## config.mk

```make
export PLATFORM = sky130hd
export DESIGN_NAME = dram_port_arbiter_flat
export DESIGN_NICKNAME = d
export VERILOG_FILES = /design/src/rtl/dram_port_arbiter_if.sv /design/src/rtl/dram_port_arbiter.sv /design/src/flat_wrapper.sv
export SDC_FILE = /design/constraint.sdc
export NUM_CORES = 1
export LEC_CHECK = 0
export BUFFER_PORTS_ARGS = -buffer_cell sky130_fd_sc_hd__buf_2
export CAP_MARGIN = 30
export CORE_MARGIN = 2
export CORE_UTILIZATION = 49
export CTS_BUF_LIST = sky130_fd_sc_hd__clkbuf_4
export DETAILED_ROUTE_END_ITERATION = 8
export PLACE_DENSITY = 0.93
export REMOVE_ABC_BUFFERS = 1
export SLEW_MARGIN = 20
export SYNTH_ARGS = -nofsm -noshare
export SYNTH_HDL_FRONTEND = slang
export SYNTH_SLANG_ARGS = --single-unit
```

## constraint.sdc

```tcl
create_clock -name clk -period 1.8 [get_ports clk]
set_clock_uncertainty 0.1 [all_clocks]
set_input_delay 0 -clock clk [delete_from_list [all_inputs] [get_ports clk]]
set_output_delay 0 -clock clk [all_outputs]
set_load 0.02 [all_outputs]
```

## src/rtl/dram_port_arbiter_if.sv

```systemverilog
// Bundle of signals between the two requesters, the arbiter and the
// DRAM controller host port.
//
// Handshakes:
//  - Requester side: REQ is held high with ADDR/RWn/WDATA stable until ACK
//    (a one-cycle pulse). REQ drops in the cycle after ACK. A REQ still high
//    when the arbiter is idle again is treated as a new transaction.
//    RDATA is valid with ACK and holds until the next read on that port.
//  - Controller side: CSn low marks an active transaction with addr/RWn/DOUT
//    stable. RDY is a one-cycle completion strobe, and DIN is sampled with it.
//
// Modports:
//  - master: the arbiter. It is master of the controller bus.
//  - slave:  the environment, i.e. the requesters plus the controller.
interface dram_port_arbiter_if #(
    parameter int AW = 16,
    parameter int DW = 8
);
    // port A (CPU)
    logic          A_REQ;
    logic          A_RWn;
    logic [AW-1:0] A_ADDR;
    logic [DW-1:0] A_WDATA;
    logic          A_ACK;
    logic [DW-1:0] A_RDATA;

    // port B (DMA / video fetch)
    logic          B_REQ;
    logic          B_RWn;
    logic [AW-1:0] B_ADDR;
    logic [DW-1:0] B_WDATA;
    logic          B_ACK;
    logic [DW-1:0] B_RDATA;

    // completion status shared by both ports
    logic          ERR;

    // controller host port
    logic [AW-1:0] addr;
    logic          CSn;
    logic          RWn;
    logic [DW-1:0] DOUT;
    logic [DW-1:0] DIN;
    logic          RDY;

    modport master (
        input  A_REQ, A_RWn, A_ADDR, A_WDATA,
        input  B_REQ, B_RWn, B_ADDR, B_WDATA,
        input  DIN, RDY,
        output A_ACK, A_RDATA, B_ACK, B_RDATA, ERR,
        output addr, CSn, RWn, DOUT
    );

    modport slave (
        output A_REQ, A_RWn, A_ADDR, A_WDATA,
        output B_REQ, B_RWn, B_ADDR, B_WDATA,
        output DIN, RDY,
        input  A_ACK, A_RDATA, B_ACK, B_RDATA, ERR,
        input  addr, CSn, RWn, DOUT
    );
endinterface

```

## src/rtl/dram_port_arbiter.sv

```systemverilog
// Two-port round-robin arbiter in front of the DRAM controller host port.
// One transaction is in flight at a time. Every transaction is bounded by an
// RDY watchdog: if RDY does not arrive within TIMEOUT cycles, the transaction
// is closed with ACK+ERR so that a requester never hangs.
// All outputs come straight from flops.
// TIMEOUT must be at least 2.
module dram_port_arbiter #(
    parameter int AW      = 16,
    parameter int DW      = 8,
    parameter int TIMEOUT = 255
) (
    input  logic                 clk,
    input  logic                 RESET,
    dram_port_arbiter_if.master  bus,
    output logic [1:0]           dbg_state
);

    localparam int            CW       = $clog2(TIMEOUT + 1);
    localparam logic [CW-1:0] CNT_LAST = CW'(TIMEOUT - 1);

    typedef enum logic [1:0] {
        IDLE    = 2'd0,
        BUSY    = 2'd1,
        RELEASE = 2'd2
    } state_t;

    state_t        state, state_n;
    logic [CW-1:0] cnt, cnt_n;
    logic          grant_b, grant_b_n;   // port that owns the active transaction
    logic          last_b, last_b_n;     // port served most recently
    logic          pick_b;               // arbitration result in IDLE
    logic          finish;               // BUSY ends this cycle (RDY or timeout)

    logic [AW-1:0] addr_q, addr_n;
    logic          csn_q, csn_n;
    logic          rwn_q, rwn_n;
    logic [DW-1:0] dout_q, dout_n;
    logic          a_ack_q, a_ack_n;
    logic          b_ack_q, b_ack_n;
    logic          err_q, err_n;
    logic [DW-1:0] a_rdata_q, a_rdata_n;
    logic [DW-1:0] b_rdata_q, b_rdata_n;

    // Arbitration: a lone request wins. On a tie, the port not served last wins.
    always_comb begin
        pick_b = 1'b0;
        if (bus.A_REQ && bus.B_REQ) begin
            pick_b = ~last_b;
        end else begin
            pick_b = bus.B_REQ;
        end
    end

    // Next-state and next-output logic. Every output flop gets its next value here.
    always_comb begin
        state_n   = state;
        cnt_n     = cnt;
        grant_b_n = grant_b;
        last_b_n  = last_b;
        addr_n    = addr_q;
        csn_n     = csn_q;
        rwn_n     = rwn_q;
        dout_n    = dout_q;
        a_ack_n   = 1'b0;
        b_ack_n   = 1'b0;
        err_n     = 1'b0;
        a_rdata_n = a_rdata_q;
        b_rdata_n = b_rdata_q;
        finish    = 1'b0;

        case (state)
            IDLE: begin
                if (bus.A_REQ || bus.B_REQ) begin
                    // Latch the winner's command. The command then stays
                    // frozen on the controller bus for the whole of BUSY.
                    grant_b_n = pick_b;
                    addr_n    = pick_b ? bus.B_ADDR  : bus.A_ADDR;
                    rwn_n     = pick_b ? bus.B_RWn   : bus.A_RWn;
                    dout_n    = pick_b ? bus.B_WDATA : bus.A_WDATA;
                    csn_n     = 1'b0;
                    cnt_n     = '0;
                    state_n   = BUSY;
                end
            end

            BUSY: begin
                cnt_n = cnt + 1'b1;
                if (bus.RDY) begin
                    // RDY takes priority over a timeout in the same cycle.
                    finish = 1'b1;
                    if (rwn_q) begin
                        if (grant_b) begin
                            b_rdata_n = bus.DIN;
                        end else begin
                            a_rdata_n = bus.DIN;
                        end
                    end
                end else if (cnt == CNT_LAST) begin
                    // Watchdog expired: close the transaction. RDATA is not touched.
                    finish = 1'b1;
                    err_n  = 1'b1;
                end

                if (finish) begin
                    csn_n    = 1'b1;
                    a_ack_n  = ~grant_b;
                    b_ack_n  = grant_b;
                    last_b_n = grant_b;
                    state_n  = RELEASE;
                end
            end

            RELEASE: begin
                // One deselected cycle. This is also the cycle in which ACK/ERR are visible.
                state_n = IDLE;
            end

            default: begin
                state_n = IDLE;
                csn_n   = 1'b1;
            end
        endcase
    end

    // State and output registers. Reset aborts any transaction without an ACK.
    always_ff @(posedge clk or posedge RESET) begin
        if (RESET) begin
            state     <= IDLE;
            cnt       <= '0;
            grant_b   <= 1'b0;
            last_b    <= 1'b1;          // B counts as served last, so A wins the first tie
            addr_q    <= '0;
            csn_q     <= 1'b1;
            rwn_q     <= 1'b1;
            dout_q    <= '0;
            a_ack_q   <= 1'b0;
            b_ack_q   <= 1'b0;
            err_q     <= 1'b0;
            a_rdata_q <= '0;
            b_rdata_q <= '0;
        end else begin
            state     <= state_n;
            cnt       <= cnt_n;
            grant_b   <= grant_b_n;
            last_b    <= last_b_n;
            addr_q    <= addr_n;
            csn_q     <= csn_n;
            rwn_q     <= rwn_n;
            dout_q    <= dout_n;
            a_ack_q   <= a_ack_n;
            b_ack_q   <= b_ack_n;
            err_q     <= err_n;
            a_rdata_q <= a_rdata_n;
            b_rdata_q <= b_rdata_n;
        end
    end

    assign bus.addr    = addr_q;
    assign bus.CSn     = csn_q;
    assign bus.RWn     = rwn_q;
    assign bus.DOUT    = dout_q;
    assign bus.A_ACK   = a_ack_q;
    assign bus.B_ACK   = b_ack_q;
    assign bus.ERR     = err_q;
    assign bus.A_RDATA = a_rdata_q;
    assign bus.B_RDATA = b_rdata_q;

    assign dbg_state   = state;

endmodule

```

## src/flat_wrapper.sv

```systemverilog
// flat-port wrapper written by rule: the top's interface ports become plain ports
module dram_port_arbiter_flat 
#(
    parameter int AW      = 16,
    parameter int DW      = 8,
    parameter int TIMEOUT = 255
)
  (clk, RESET, dbg_state, bus_A_REQ, bus_A_RWn, bus_A_ADDR, bus_A_WDATA, bus_B_REQ, bus_B_RWn, bus_B_ADDR, bus_B_WDATA, bus_DIN, bus_RDY, bus_A_ACK, bus_A_RDATA, bus_B_ACK, bus_B_RDATA, bus_ERR, bus_addr, bus_CSn, bus_RWn, bus_DOUT);
  dram_port_arbiter_if #(.AW(AW), .DW(DW)) bus_i ();
  input  logic clk;
  input  logic RESET;
  output logic [1:0] dbg_state;
  input wire logic [$bits(bus_i.A_REQ)-1:0] bus_A_REQ;
  input wire logic [$bits(bus_i.A_RWn)-1:0] bus_A_RWn;
  input wire logic [$bits(bus_i.A_ADDR)-1:0] bus_A_ADDR;
  input wire logic [$bits(bus_i.A_WDATA)-1:0] bus_A_WDATA;
  input wire logic [$bits(bus_i.B_REQ)-1:0] bus_B_REQ;
  input wire logic [$bits(bus_i.B_RWn)-1:0] bus_B_RWn;
  input wire logic [$bits(bus_i.B_ADDR)-1:0] bus_B_ADDR;
  input wire logic [$bits(bus_i.B_WDATA)-1:0] bus_B_WDATA;
  input wire logic [$bits(bus_i.DIN)-1:0] bus_DIN;
  input wire logic [$bits(bus_i.RDY)-1:0] bus_RDY;
  output wire logic [$bits(bus_i.A_ACK)-1:0] bus_A_ACK;
  output wire logic [$bits(bus_i.A_RDATA)-1:0] bus_A_RDATA;
  output wire logic [$bits(bus_i.B_ACK)-1:0] bus_B_ACK;
  output wire logic [$bits(bus_i.B_RDATA)-1:0] bus_B_RDATA;
  output wire logic [$bits(bus_i.ERR)-1:0] bus_ERR;
  output wire logic [$bits(bus_i.addr)-1:0] bus_addr;
  output wire logic [$bits(bus_i.CSn)-1:0] bus_CSn;
  output wire logic [$bits(bus_i.RWn)-1:0] bus_RWn;
  output wire logic [$bits(bus_i.DOUT)-1:0] bus_DOUT;
  assign bus_i.A_REQ = bus_A_REQ;
  assign bus_i.A_RWn = bus_A_RWn;
  assign bus_i.A_ADDR = bus_A_ADDR;
  assign bus_i.A_WDATA = bus_A_WDATA;
  assign bus_i.B_REQ = bus_B_REQ;
  assign bus_i.B_RWn = bus_B_RWn;
  assign bus_i.B_ADDR = bus_B_ADDR;
  assign bus_i.B_WDATA = bus_B_WDATA;
  assign bus_i.DIN = bus_DIN;
  assign bus_i.RDY = bus_RDY;
  assign bus_A_ACK = bus_i.A_ACK;
  assign bus_A_RDATA = bus_i.A_RDATA;
  assign bus_B_ACK = bus_i.B_ACK;
  assign bus_B_RDATA = bus_i.B_RDATA;
  assign bus_ERR = bus_i.ERR;
  assign bus_addr = bus_i.addr;
  assign bus_CSn = bus_i.CSn;
  assign bus_RWn = bus_i.RWn;
  assign bus_DOUT = bus_i.DOUT;
  dram_port_arbiter #(.AW(AW), .DW(DW), .TIMEOUT(TIMEOUT)) u_core (.clk(clk), .RESET(RESET), .bus(bus_i), .dbg_state(dbg_state));
endmodule
```

==> out/metrics.cfg <==
[status]
status=finished, final reports clean

[pwr]
max-vdd-ir-drop_mv=0.7789
p_leak_nw=2.006
powerDensity_nw_per_um2=1451
total_power_mw=5.784

[synthesis]
ys.flop_type=dfrtp_1
synth_warnings=0
syn_inst=214
synth_compound_area_share_pct=8.424
async_reset_ff_share_pct=100.0
synthAdderAreaFrac_pct=0.9911
ys_seq_area_share_pct=56.64
synth.avg_cell_area_um2=11.80
synth_area_leader_cell=dfrtp_1
synth_seq_cells=57
yosysMostFrequentCell=dfrtp_1
synthXorXnorAreaFrac_pct=0.3469
muxShareOfSynthArea_pct=17.64
synth_top_family_by_area=multiplexers
synth_area_um2=2525
synthDominantCellAreaShare_pct=53.52
synth_area_leaders=dfrtp_1, mux2i_1, mux2_2, o21ai_0, nand2_1
synth_edf_count=0
synthSimpleGateAreaFrac_pct=12.14
synthTopCellsByCount=dfrtp_1, nand2_1, mux2i_1, o21ai_0, mux2_2
synth.distinct_cells=35

[clock_network]
cts_tree=done
cts_buffer_depth=2
cts.clk_slew.worst_paths_ps=120
clock_latency_ps=420
cts_made_buffers=9
cts-root-buf=clkbuf_4
cts_max_level=3
clock_sinks=57

[setup_path]
cp_slowest_stage_delay_ps=580
slowest_stage=dfstp_2
crit_family=buffers and inverters
endpoint_kind=flop
path_max_fanout=4
critPathKind=flop to flop
critPathBufInv=2
setup.worst_path.start_class=flop
cp_data_required_time_ps=2040
critPathArrivalTime_ps=1990
path_cells=a21boi_4 > buf_6 > mux2i_1 > dlygate4sd3_1 > o21ai_1

[route]
drtAntennaViolNets=0
post_drt_wl_per_cell_um=18.14
dr.pass1.iters=5
wirelength_mm=8.598
drt_iter0_drc=256
routed_via_density=5.253
drc=0
dr_total_vias=2490

[global_route]
grt_max_degree=48
antenna_found_initial=0
grt.overflow.total=0
grt_pass1_vias=2455
grt_usage_pct=28.86
grt_pass1_wl_mm=11.92

[floorplanning]
fp.dieW_um=75.79
num_io_pins=110
rows=26
initial_core_util_pct=50.07
die_area_um2=5743
fp.dieH_um=75.79
core_area_um2=5042

[final_layout]
area_growth_pct=57.83
drive_gt1_share_pct=41.58
nNetsFinal=464
final_area_um2=3985
num_antenna_cells=0

[timing]
setup_tns_ps=0
fin_crit_sh_pct=97.23
min_period_ps=1750
slew_violations=0
hold_violations=0
max_freq_mhz=571.4
slew_headroom_pct=65.90
rsz0062_at_grt=false
worst_pin_slew_ps=510.8
setup_viol=0

[placement]
dpl_cell_area_um2=3154
place.gp.congestion=0.8394
portBuffers=109
dp_hpwl_mm=4.203

[min_path]
hold_class=input pin to async pin

[job]
cap_violations=0

metrics by stage:
| stage | util [%] | setup WS, ps | hold slack [ps] | instances |
|---|---|---|---|---|
| 2_1_floorplan | - | -1925 | -28.44 | 202 |
| 3_3_place_gp | 62.56 | 149.1 | -46.87 | 389 |
| 3_5_place_dp | 62.56 | 104.9 | -47.57 | 389 |
| 4_1_cts | 77.32 | 29.80 | 58.30 | 468 |
| 5_1_grt | 79.03 | 0.2855 | 96.91 | 474 |
| 6_report | 79.03 | 49.91 | 62.11 | 474 |
final timing paths:
check | end | slack, ps | start | cells after the start
setup / recovery | u_core.bus.DOUT[1] | 50 | u_core.last_b | 5
hold / removal | u_core.bus.addr[13] | 60 | RESET | 3
setup reg to reg | u_core.bus.DOUT[1] | 50 | u_core.last_b | 5
hold reg to reg | u_core.bus.addr[3] | 390 | u_core.bus.addr[3] | 2
max in group asynchronous | u_core.bus.addr[14] | 890 | RESET | 4
min in group clk | u_core.bus.A_RDATA[0] | 260 | bus_DIN[0] | 3
cells in the final DEF (no fill, tap or decap), types with 2 or more instances in the layout:
master / count
o21ai_1: 9
nor3_1: 2
dfstp_2: 3
nand3_1: 10
mux2i_1: 24
buf_4: 9
buf_12: 2
clkinv_2: 2
nand4_1: 2
dfrtp_1: 54
buf_2: 109
mux2_2: 16
o21ai_0: 24
clkinvlp_4: 2
clkbuf_4: 9
dlygate4sd3_1: 63
buf_6: 2
nand2_1: 33
ha_1: 2
nor2b_1: 2
cells by family after synthesis:
logic type,after synthesis
AO/OA/AOI/OAI,39
XOR/XNOR,1
adder cells (fa/ha/maj),2
buffers and inverters,14
flip-flops,57
multiplexers,42
AND/OR/NAND/NOR,59
cell type report:
| cell class | instances | area (um^2) |
|---|---|---|
| fill | 281 | 1057 |
| inverter | 2 | 7.507 |
| tap | 70 | 87.58 |
| multi-input combinational | 143 | 1015 |
| clock inverter | 7 | 46.29 |
| clock buffer | 9 | 67.56 |
| sequential | 57 | 1430 |
| timing repair buffer | 186 | 1331 |
worst min-delay path, cell delays in order:
cell and delay (ps):
dlygate4sd3_1 540, buf_2 130, inv_2 370
state kept, by name, summed over array words and instances (netlist names), 2 cells and up:
register and flops:
u_core.dbg_state 2, u_core.bus.addr 16, u_core.bus.DOUT 8, u_core.bus.B_RDATA 8, u_core.cnt 8, u_core.bus.A_RDATA 8
timing repair:
action | in CTS | in global routing
gates resized for setup | 0 | 4
setup buffers | 0 | 5
hold endpoints to repair | 102 | 3
endpoints found under the setup margin | 0 | 14
hold buffers | 63 | 3
metal layers:
metal	global-route usage [%]	up-vias	routed length, um
li1	-	1131	-
met2	52.78	153	4639
met5	0	-	0
met3	8.201	35	572
met4	14.04	0	330
met1	30.05	1171	3055
where the power goes:
part	leakage (nW)	switching (mW)	internal [mW]	total (mW)
logic	1.24	1.62	1.07	2.69
registers	0.710	0.429	1.85	2.28
clock network	0.0597	0.532	0.280	0.812
total	2.01	2.58	3.20	5.78
(Power assumes the default switching activity.)
